<file path="src/rtl/cpu_isa_pkg.sv">
// Shared ISA definitions for the 16-bit, 4-bit-opcode CPU: opcodes, shift
// sub-functions, ALU ops, control-FSM states and datapath mux encodings.
package cpu_isa_pkg;

  localparam logic [3:0] OP_SHIFT    = 4'b0000;
  localparam logic [3:0] OP_LWD      = 4'b0001;
  localparam logic [3:0] OP_STRWD    = 4'b0010;
  localparam logic [3:0] OP_JMP      = 4'b0011;
  localparam logic [3:0] OP_BRNCHEQ  = 4'b0100;
  localparam logic [3:0] OP_BRNCHNEQ = 4'b0101;
  localparam logic [3:0] OP_ORZEIMD  = 4'b0110;
  localparam logic [3:0] OP_NANDZEIMD= 4'b0111;
  localparam logic [3:0] OP_ADD      = 4'b1000;
  localparam logic [3:0] OP_ADDSEIMD = 4'b1001;
  localparam logic [3:0] OP_ADDZEIMD = 4'b1010;
  localparam logic [3:0] OP_NAND     = 4'b1011;
  localparam logic [3:0] OP_SUB      = 4'b1100;
  localparam logic [3:0] OP_SUBSEIMD = 4'b1101;
  localparam logic [3:0] OP_SUBZEIMD = 4'b1110;
  localparam logic [3:0] OP_OR       = 4'b1111;

  localparam logic [1:0] FUNC_SHL = 2'b01;
  localparam logic [1:0] FUNC_SHR = 2'b10;
  localparam logic [1:0] FUNC_SAR = 2'b11;

  localparam logic [2:0] ALU_ADD  = 3'b000;
  localparam logic [2:0] ALU_SUB  = 3'b001;
  localparam logic [2:0] ALU_SHL  = 3'b010;
  localparam logic [2:0] ALU_SHR  = 3'b011;
  localparam logic [2:0] ALU_SAR  = 3'b100;
  localparam logic [2:0] ALU_NAND = 3'b101;
  localparam logic [2:0] ALU_OR   = 3'b110;

  localparam logic [1:0] ASB_REGB = 2'b00;
  localparam logic [1:0] ASB_ONE  = 2'b01;
  localparam logic [1:0] ASB_IMM  = 2'b10;
  localparam logic [1:0] ASB_OFS  = 2'b11;

  localparam logic [1:0] PCS_ALU    = 2'b00;
  localparam logic [1:0] PCS_ALUOUT = 2'b01;
  localparam logic [1:0] PCS_JUMP   = 2'b10;

  typedef enum logic [3:0] {
    S_FETCH    = 4'd0,
    S_DECODE   = 4'd1,
    S_EX_ALU   = 4'd2,
    S_EX_BR    = 4'd3,
    S_EX_JMP   = 4'd4,
    S_MEM_ADDR = 4'd5,
    S_MEM_RD   = 4'd6,
    S_MEM_WR   = 4'd7,
    S_WB_ALU   = 4'd8,
    S_WB_MEM   = 4'd9
  } state_t;

endpackage

</file>
<file path="src/rtl/ctrl_ex_decode.sv">
// Execute-stage decode for ALU-class instructions: selects ALU op, B operand
// and immediate extension; flags encodings that have no ALU meaning.
module ctrl_ex_decode
  import cpu_isa_pkg::*;
(
  input  logic [3:0] opcode,
  input  logic [1:0] func,
  output logic [2:0] alu_op,
  output logic [1:0] alusrc_b,
  output logic       imm_sext,
  output logic       legal
);

  always_comb begin
    alu_op   = ALU_ADD;
    alusrc_b = ASB_REGB;
    imm_sext = 1'b0;
    legal    = 1'b1;
    case (opcode)
      OP_ADD:       alu_op = ALU_ADD;
      OP_SUB:       alu_op = ALU_SUB;
      OP_NAND:      alu_op = ALU_NAND;
      OP_OR:        alu_op = ALU_OR;
      OP_ADDSEIMD: begin
        alusrc_b = ASB_IMM;
        imm_sext = 1'b1;
      end
      OP_SUBSEIMD: begin
        alu_op   = ALU_SUB;
        alusrc_b = ASB_IMM;
        imm_sext = 1'b1;
      end
      OP_ADDZEIMD:  alusrc_b = ASB_IMM;
      OP_SUBZEIMD: begin
        alu_op   = ALU_SUB;
        alusrc_b = ASB_IMM;
      end
      OP_NANDZEIMD: begin
        alu_op   = ALU_NAND;
        alusrc_b = ASB_IMM;
      end
      OP_ORZEIMD: begin
        alu_op   = ALU_OR;
        alusrc_b = ASB_IMM;
      end
      OP_SHIFT: begin
        case (func)
          FUNC_SHL: alu_op = ALU_SHL;
          FUNC_SHR: alu_op = ALU_SHR;
          FUNC_SAR: alu_op = ALU_SAR;
          default:  legal  = 1'b0;
        endcase
      end
      // branches, jump and memory ops never reach the ALU execute state
      default:      legal = 1'b0;
    endcase
  end

endmodule

</file>
<file path="src/rtl/multicycle_ctrl_fsm.sv">
// Multi-cycle control FSM: steps each instruction through fetch, decode,
// execute, memory and writeback, with req/ready handshaked memory accesses.
//
// state    | meaning
// FETCH    | read instruction at PC; on ready load IR, PC <= PC+1
// DECODE   | compute branch target into ALUOut, dispatch on opcode
// EX_ALU   | ALU / shift / immediate operation
// EX_BR    | compare regA-regB, conditionally load PC from ALUOut
// EX_JMP   | load PC from jump target
// MEM_ADDR | compute effective address regA + offset
// MEM_RD   | load request at ALUOut, held until ready
// MEM_WR   | store request at ALUOut, held until ready
// WB_ALU   | write ALUOut to register file
// WB_MEM   | write MDR to register file
module multicycle_ctrl_fsm
  import cpu_isa_pkg::*;
#(
  parameter int ALUOP_W = 3,
  parameter int STATE_W = 4
) (
  input  logic               clk,
  input  logic               rst_n,
  input  logic [3:0]         opcode,
  input  logic [1:0]         func,
  input  logic               alu_zero,
  input  logic               mem_ready,
  output logic               mem_req,
  output logic               mem_we,
  output logic               iord,
  output logic               ir_write,
  output logic               pc_write,
  output logic [1:0]         pc_src,
  output logic               alusrc_a,
  output logic [1:0]         alusrc_b,
  output logic               imm_sext,
  output logic [ALUOP_W-1:0] alu_op,
  output logic               reg_write,
  output logic               mem_to_reg,
  output logic               illegal_op,
  output logic [STATE_W-1:0] state
);

  state_t     state_q, state_d;
  logic [2:0] dec_alu_op;
  logic [1:0] dec_alusrc_b;
  logic       dec_imm_sext, dec_legal;

  logic       mem_req_c, mem_we_c, iord_c, ir_write_c, pc_write_c;
  logic [1:0] pc_src_c, alusrc_b_c;
  logic       alusrc_a_c, imm_sext_c, reg_write_c, mem_to_reg_c, illegal_c;
  logic [2:0] alu_op_c;

  ctrl_ex_decode u_ex_decode (
    .opcode   (opcode),
    .func     (func),
    .alu_op   (dec_alu_op),
    .alusrc_b (dec_alusrc_b),
    .imm_sext (dec_imm_sext),
    .legal    (dec_legal)
  );

  always_ff @(posedge clk or negedge rst_n) begin
    if (!rst_n) state_q <= S_FETCH;
    else        state_q <= state_d;
  end

  always_comb begin
    state_d      = state_q;
    mem_req_c    = 1'b0;
    mem_we_c     = 1'b0;
    iord_c       = 1'b0;
    ir_write_c   = 1'b0;
    pc_write_c   = 1'b0;
    pc_src_c     = PCS_ALU;
    alusrc_a_c   = 1'b0;
    alusrc_b_c   = ASB_REGB;
    imm_sext_c   = 1'b0;
    alu_op_c     = ALU_ADD;
    reg_write_c  = 1'b0;
    mem_to_reg_c = 1'b0;
    illegal_c    = 1'b0;
    case (state_q)
      S_FETCH: begin
        mem_req_c = 1'b1;
        if (mem_ready) begin
          ir_write_c = 1'b1;
          pc_write_c = 1'b1;
          alusrc_b_c = ASB_ONE;
          state_d    = S_DECODE;
        end
      end
      S_DECODE: begin
        alusrc_b_c = ASB_OFS;
        imm_sext_c = 1'b1;
        case (opcode)
          OP_BRNCHEQ, OP_BRNCHNEQ: state_d = S_EX_BR;
          OP_JMP:                  state_d = S_EX_JMP;
          OP_LWD, OP_STRWD:        state_d = S_MEM_ADDR;
          default:                 state_d = S_EX_ALU;
        endcase
      end
      S_EX_ALU: begin
        alusrc_a_c = 1'b1;
        alusrc_b_c = dec_alusrc_b;
        imm_sext_c = dec_imm_sext;
        alu_op_c   = dec_alu_op;
        if (dec_legal) begin
          state_d = S_WB_ALU;
        end else begin
          illegal_c = 1'b1;
          state_d   = S_FETCH;
        end
      end
      S_EX_BR: begin
        alusrc_a_c = 1'b1;
        alu_op_c   = ALU_SUB;
        pc_src_c   = PCS_ALUOUT;
        pc_write_c = ((opcode == OP_BRNCHEQ) &  alu_zero) |
                     ((opcode == OP_BRNCHNEQ) & ~alu_zero);
        state_d    = S_FETCH;
      end
      S_EX_JMP: begin
        pc_write_c = 1'b1;
        pc_src_c   = PCS_JUMP;
        state_d    = S_FETCH;
      end
      S_MEM_ADDR: begin
        alusrc_a_c = 1'b1;
        alusrc_b_c = ASB_OFS;
        imm_sext_c = 1'b1;
        state_d    = (opcode == OP_STRWD) ? S_MEM_WR : S_MEM_RD;
      end
      S_MEM_RD: begin
        mem_req_c = 1'b1;
        iord_c    = 1'b1;
        if (mem_ready) state_d = S_WB_MEM;
      end
      S_MEM_WR: begin
        mem_req_c = 1'b1;
        mem_we_c  = 1'b1;
        iord_c    = 1'b1;
        if (mem_ready) state_d = S_FETCH;
      end
      S_WB_ALU: begin
        reg_write_c = 1'b1;
        state_d     = S_FETCH;
      end
      S_WB_MEM: begin
        reg_write_c  = 1'b1;
        mem_to_reg_c = 1'b1;
        state_d      = S_FETCH;
      end
      default: begin
        illegal_c = 1'b1;
        state_d   = S_FETCH;
      end
    endcase
  end

  // Outputs are forced low for as long as reset is held, not just after the edge.
  assign mem_req    = rst_n & mem_req_c;
  assign mem_we     = rst_n & mem_we_c;
  assign iord       = rst_n & iord_c;
  assign ir_write   = rst_n & ir_write_c;
  assign pc_write   = rst_n & pc_write_c;
  assign pc_src     = {2{rst_n}} & pc_src_c;
  assign alusrc_a   = rst_n & alusrc_a_c;
  assign alusrc_b   = {2{rst_n}} & alusrc_b_c;
  assign imm_sext   = rst_n & imm_sext_c;
  assign alu_op     = {ALUOP_W{rst_n}} & ALUOP_W'(alu_op_c);
  assign reg_write  = rst_n & reg_write_c;
  assign mem_to_reg = rst_n & mem_to_reg_c;
  assign illegal_op = rst_n & illegal_c;
  assign state      = {STATE_W{rst_n}} & STATE_W'(state_q);

endmodule

</file>
<file path="config.mk">
export PLATFORM = sky130hd
export DESIGN_NAME = multicycle_ctrl_fsm
export DESIGN_NICKNAME = d
export VERILOG_FILES = /design/src/rtl/cpu_isa_pkg.sv /design/src/rtl/ctrl_ex_decode.sv /design/src/rtl/multicycle_ctrl_fsm.sv
export SDC_FILE = /design/constraint.sdc
export NUM_CORES = 1
export LEC_CHECK = 0
export ABC_AREA = 1
export CAP_MARGIN = 20
export CORE_ASPECT_RATIO = 1.25
export CORE_MARGIN = 4
export CORE_UTILIZATION = 43
export CTS_BUF_LIST = sky130_fd_sc_hd__clkbuf_4
export DETAILED_ROUTE_END_ITERATION = 16
export PLACE_DENSITY = 0.82
export SLEW_MARGIN = 30
export SYNTH_ARGS = -nofsm -noshare
export SYNTH_HDL_FRONTEND = slang
export SYNTH_SLANG_ARGS = --single-unit
</file>
<file path="constraint.sdc">
create_clock -name clk -period 1.8 [get_ports clk]
set_input_delay 0.54 -clock clk [delete_from_list [all_inputs] [get_ports clk]]
set_output_delay 0.54 -clock clk [all_outputs]
set_load 0.02 [all_outputs]
</file>
==> out/metrics.yaml <==
outcome: "finished, violations left"
violations: "setup timing"
tritoncts: "built"
cellLeakagePower_nw: 0.813
final.min_clock_period_ns: 2.01
crit_path_max_fanout: 6
die_h_um: 53.5
comb_power_share: 0.823
numClockSinks: 4
drive_above_1_share: 0.678
global_route.overflow_total: 0
pnr_total_power_mw: 1.86
tightest_slew_ns: 0.247
worstSetupEndpointType: "output pin"
largest-register: "state_q"
mostFrequentLayoutCell: "buf_4"
ratio_of_routed_vias_to_standard_cells: 6.03
reg2reg_setup_slack_ns: 0.33
fillCellCount: 36
ys_seq_area_frac: 0.140
worst_slack_ns: -0.208
syn_to_final_growth_pct: 111
final-max-slew-violation-count: 0
timing.critical_path.from_type: "flip-flop"
insertion_delay_ns: 0.24
power.density_cell_area_nw_per_um2: 1240
finish.utilization: 0.964
numPortBuffers: 30
number_of_antenna_violations_at_the_first_check_in_global_routing: 0
initial_core_util: 0.457
r2r_end: "state_q[0]"
maxCapViolCount: 0
worst_ep_arrival_time_ns: 1.47
finalHoldViolCount: 0
critPathRequiredTime_ns: 1.26
power.ir.vdd_worst_v: 0.000926
largest_register_ffs: 4
placedCellCount: 206
synth_cell_type_count: 23
pwr-share-clk: 0.062
final_cells: 220
clock-root-buffer: "clkbuf_4"
gp_congestion: 0.875
fp.coreArea_um2: 1560
path_class: "reg2out"
insertedDiodeCount: 0
most_frequent_cells_in_the_layout: "46 x buf_4, 28 x nand2_1, 14 x buf_6"
drt-pass1-iter-count: 6
drcViolationCount: 0
clock_path_buffers: 2
grt_usage: 0.326
synthesis.area_per_instance_um2: 5.53
die_area_um2: 2380
yosys_register_bits: 4
grt_setup_unrepaired: "true"
die_w_um: 44.4
min-delay-path-class: "in2async"
worst_setup_hold_path_clk_slew_ns: 0.04
biggest_registers_after_layout: "state_q x4"
post_route_worst_hold_slack_ns: 0.249
grt_pass1_wl_mm: 5.62
p_sw_uw: 975
mappedNetlistArea_um2: 713
post_dp_hpwl_mm: 2.07
synth.net_count: 142
setup_tns_ns: -2.29
rr_worst_depth: 8
postRouteWirelength_mm: 4.50
timing.final.setup_violations: 16
grt_pass1_vias: 1235
r2r_path_start: "state_q[2]"
fmaxAchievable_mhz: 498
cts-buffers-inserted: 3
cts.htree.levels: 1
final_antenna_net_count: 0
ports: 31
power_frac_seq: 0.115
finalClockSkew_ns: 0.00158
int_pwr_uw: 890
vias: 1326
nets: 217
slew-limit-headroom: 0.835
grt_max_degree: 8
switching_share: 0.523
detail_route.wl_per_cell_um: 20.5
count_of_routing_violations_after_the_opening_detailed_route_iteration: 92
synth.yosys.warnings: 0
rows: 16
finalCritPeriodShare: 1.12
synthesis.instances: 129
==> what timing repair did <==
item	in CTS	in global routing
hold buffers	0	0
resized for setup	181	19
gates cloned	0	0
pin swaps	22	5
setup buffers	8	3
endpoints found under the setup margin	21	21
==> layer usage <==
| layer | part of all wire | track usage |
|---|---|---|
| met4 | 0.086 | 0.211 |
| met1 | 0.32 | 0.325 |
| met3 | 0.10 | 0.0702 |
| met2 | 0.49 | 0.600 |
| met5 | 0 | 0 |
==> worst max-delay path, stage by stage (launching register included) <==
cell and delay (ns):
dfrtp_2 0.46, nor2_2 0.17, nand2_2 0.10, inv_2 0.08, nand2_2 0.07, nand2_1 0.08, nand2_1 0.06, nand2_1 0.08
buf_6 0.12
==> logic make-up (layout without fill, tap and decap cells) <==
logic type / Yosys count / after routing / synth area share
simple gates: 78 / 78 / 0.502
buf+inv: 26 / 99 / 0.154
compound gates: 18 / 18 / 0.151
flops: 4 / 4 / 0.140
fa+ha+maj: 3 / 3 / 0.0526
==> synth_stat cells, drive strengths merged <==
cell,number,share of area
nand4,1,0.0088
nand3,6,0.042
o21ai,9,0.079
nor2,22,0.15
inv,21,0.11
o211ai,1,0.011
a21oi,8,0.061
ha,3,0.053
nand2,45,0.28
dfrtp,4,0.14
buf,3,0.033
clkinv,2,0.011
nor3,4,0.028
==> power groups by stage <==
| stage | registers [mW] | logic (mW) | clock network, mW |
|---|---|---|---|
| after floorplan | 0.158 | 0.587 | 0 |
| after global placement | 0.182 | 1.10 | 0 |
| after detailed placement | 0.186 | 1.12 | 0 |
| after CTS | 0.198 | 1.31 | 0.115 |
| after global routing | 0.217 | 1.60 | 0.133 |
| final | 0.214 | 1.53 | 0.116 |
==> how the worst max path moves through the flow <==
| stage | from | to | slack (ns) | cells after the start |
|---|---|---|---|---|
| floorplan | rst_n | alu_op[0] | -0.01 | 5 |
| global placement | opcode[3] | alu_op[2] | -0.96 | 7 |
| detailed placement | opcode[3] | alu_op[2] | -1.02 | 7 |
| CTS | state_q[3] | imm_sext | -0.12 | 6 |
| global route | state_q[2] | pc_write | -0.30 | 8 |
| finish | state_q[0] | pc_write | -0.21 | 8 |
==> layout make-up <==
type / count / area (µm²) / share of cell area
multi-input cells: 99 / 673 / 0.447
repair buffers: 73 / 592 / 0.393
flip-flops and latches: 4 / 105 / 0.0698
inverters: 23 / 90.1 / 0.0599
clock buffers: 3 / 22.5 / 0.0150
well taps: 18 / 22.5 / 0.0150
==> metrics by stage <==
step | cell area (µm²) | setup slack (ns)
detailed placement | 1260 | -1.02
global placement | 1260 | -0.962
floorplan | 719 | -0.0124
finish | 1510 | -0.208
CTS | 1450 | -0.116
global route | 1510 | -0.305
No activity file was read; power rests on OpenSTA's default activity.
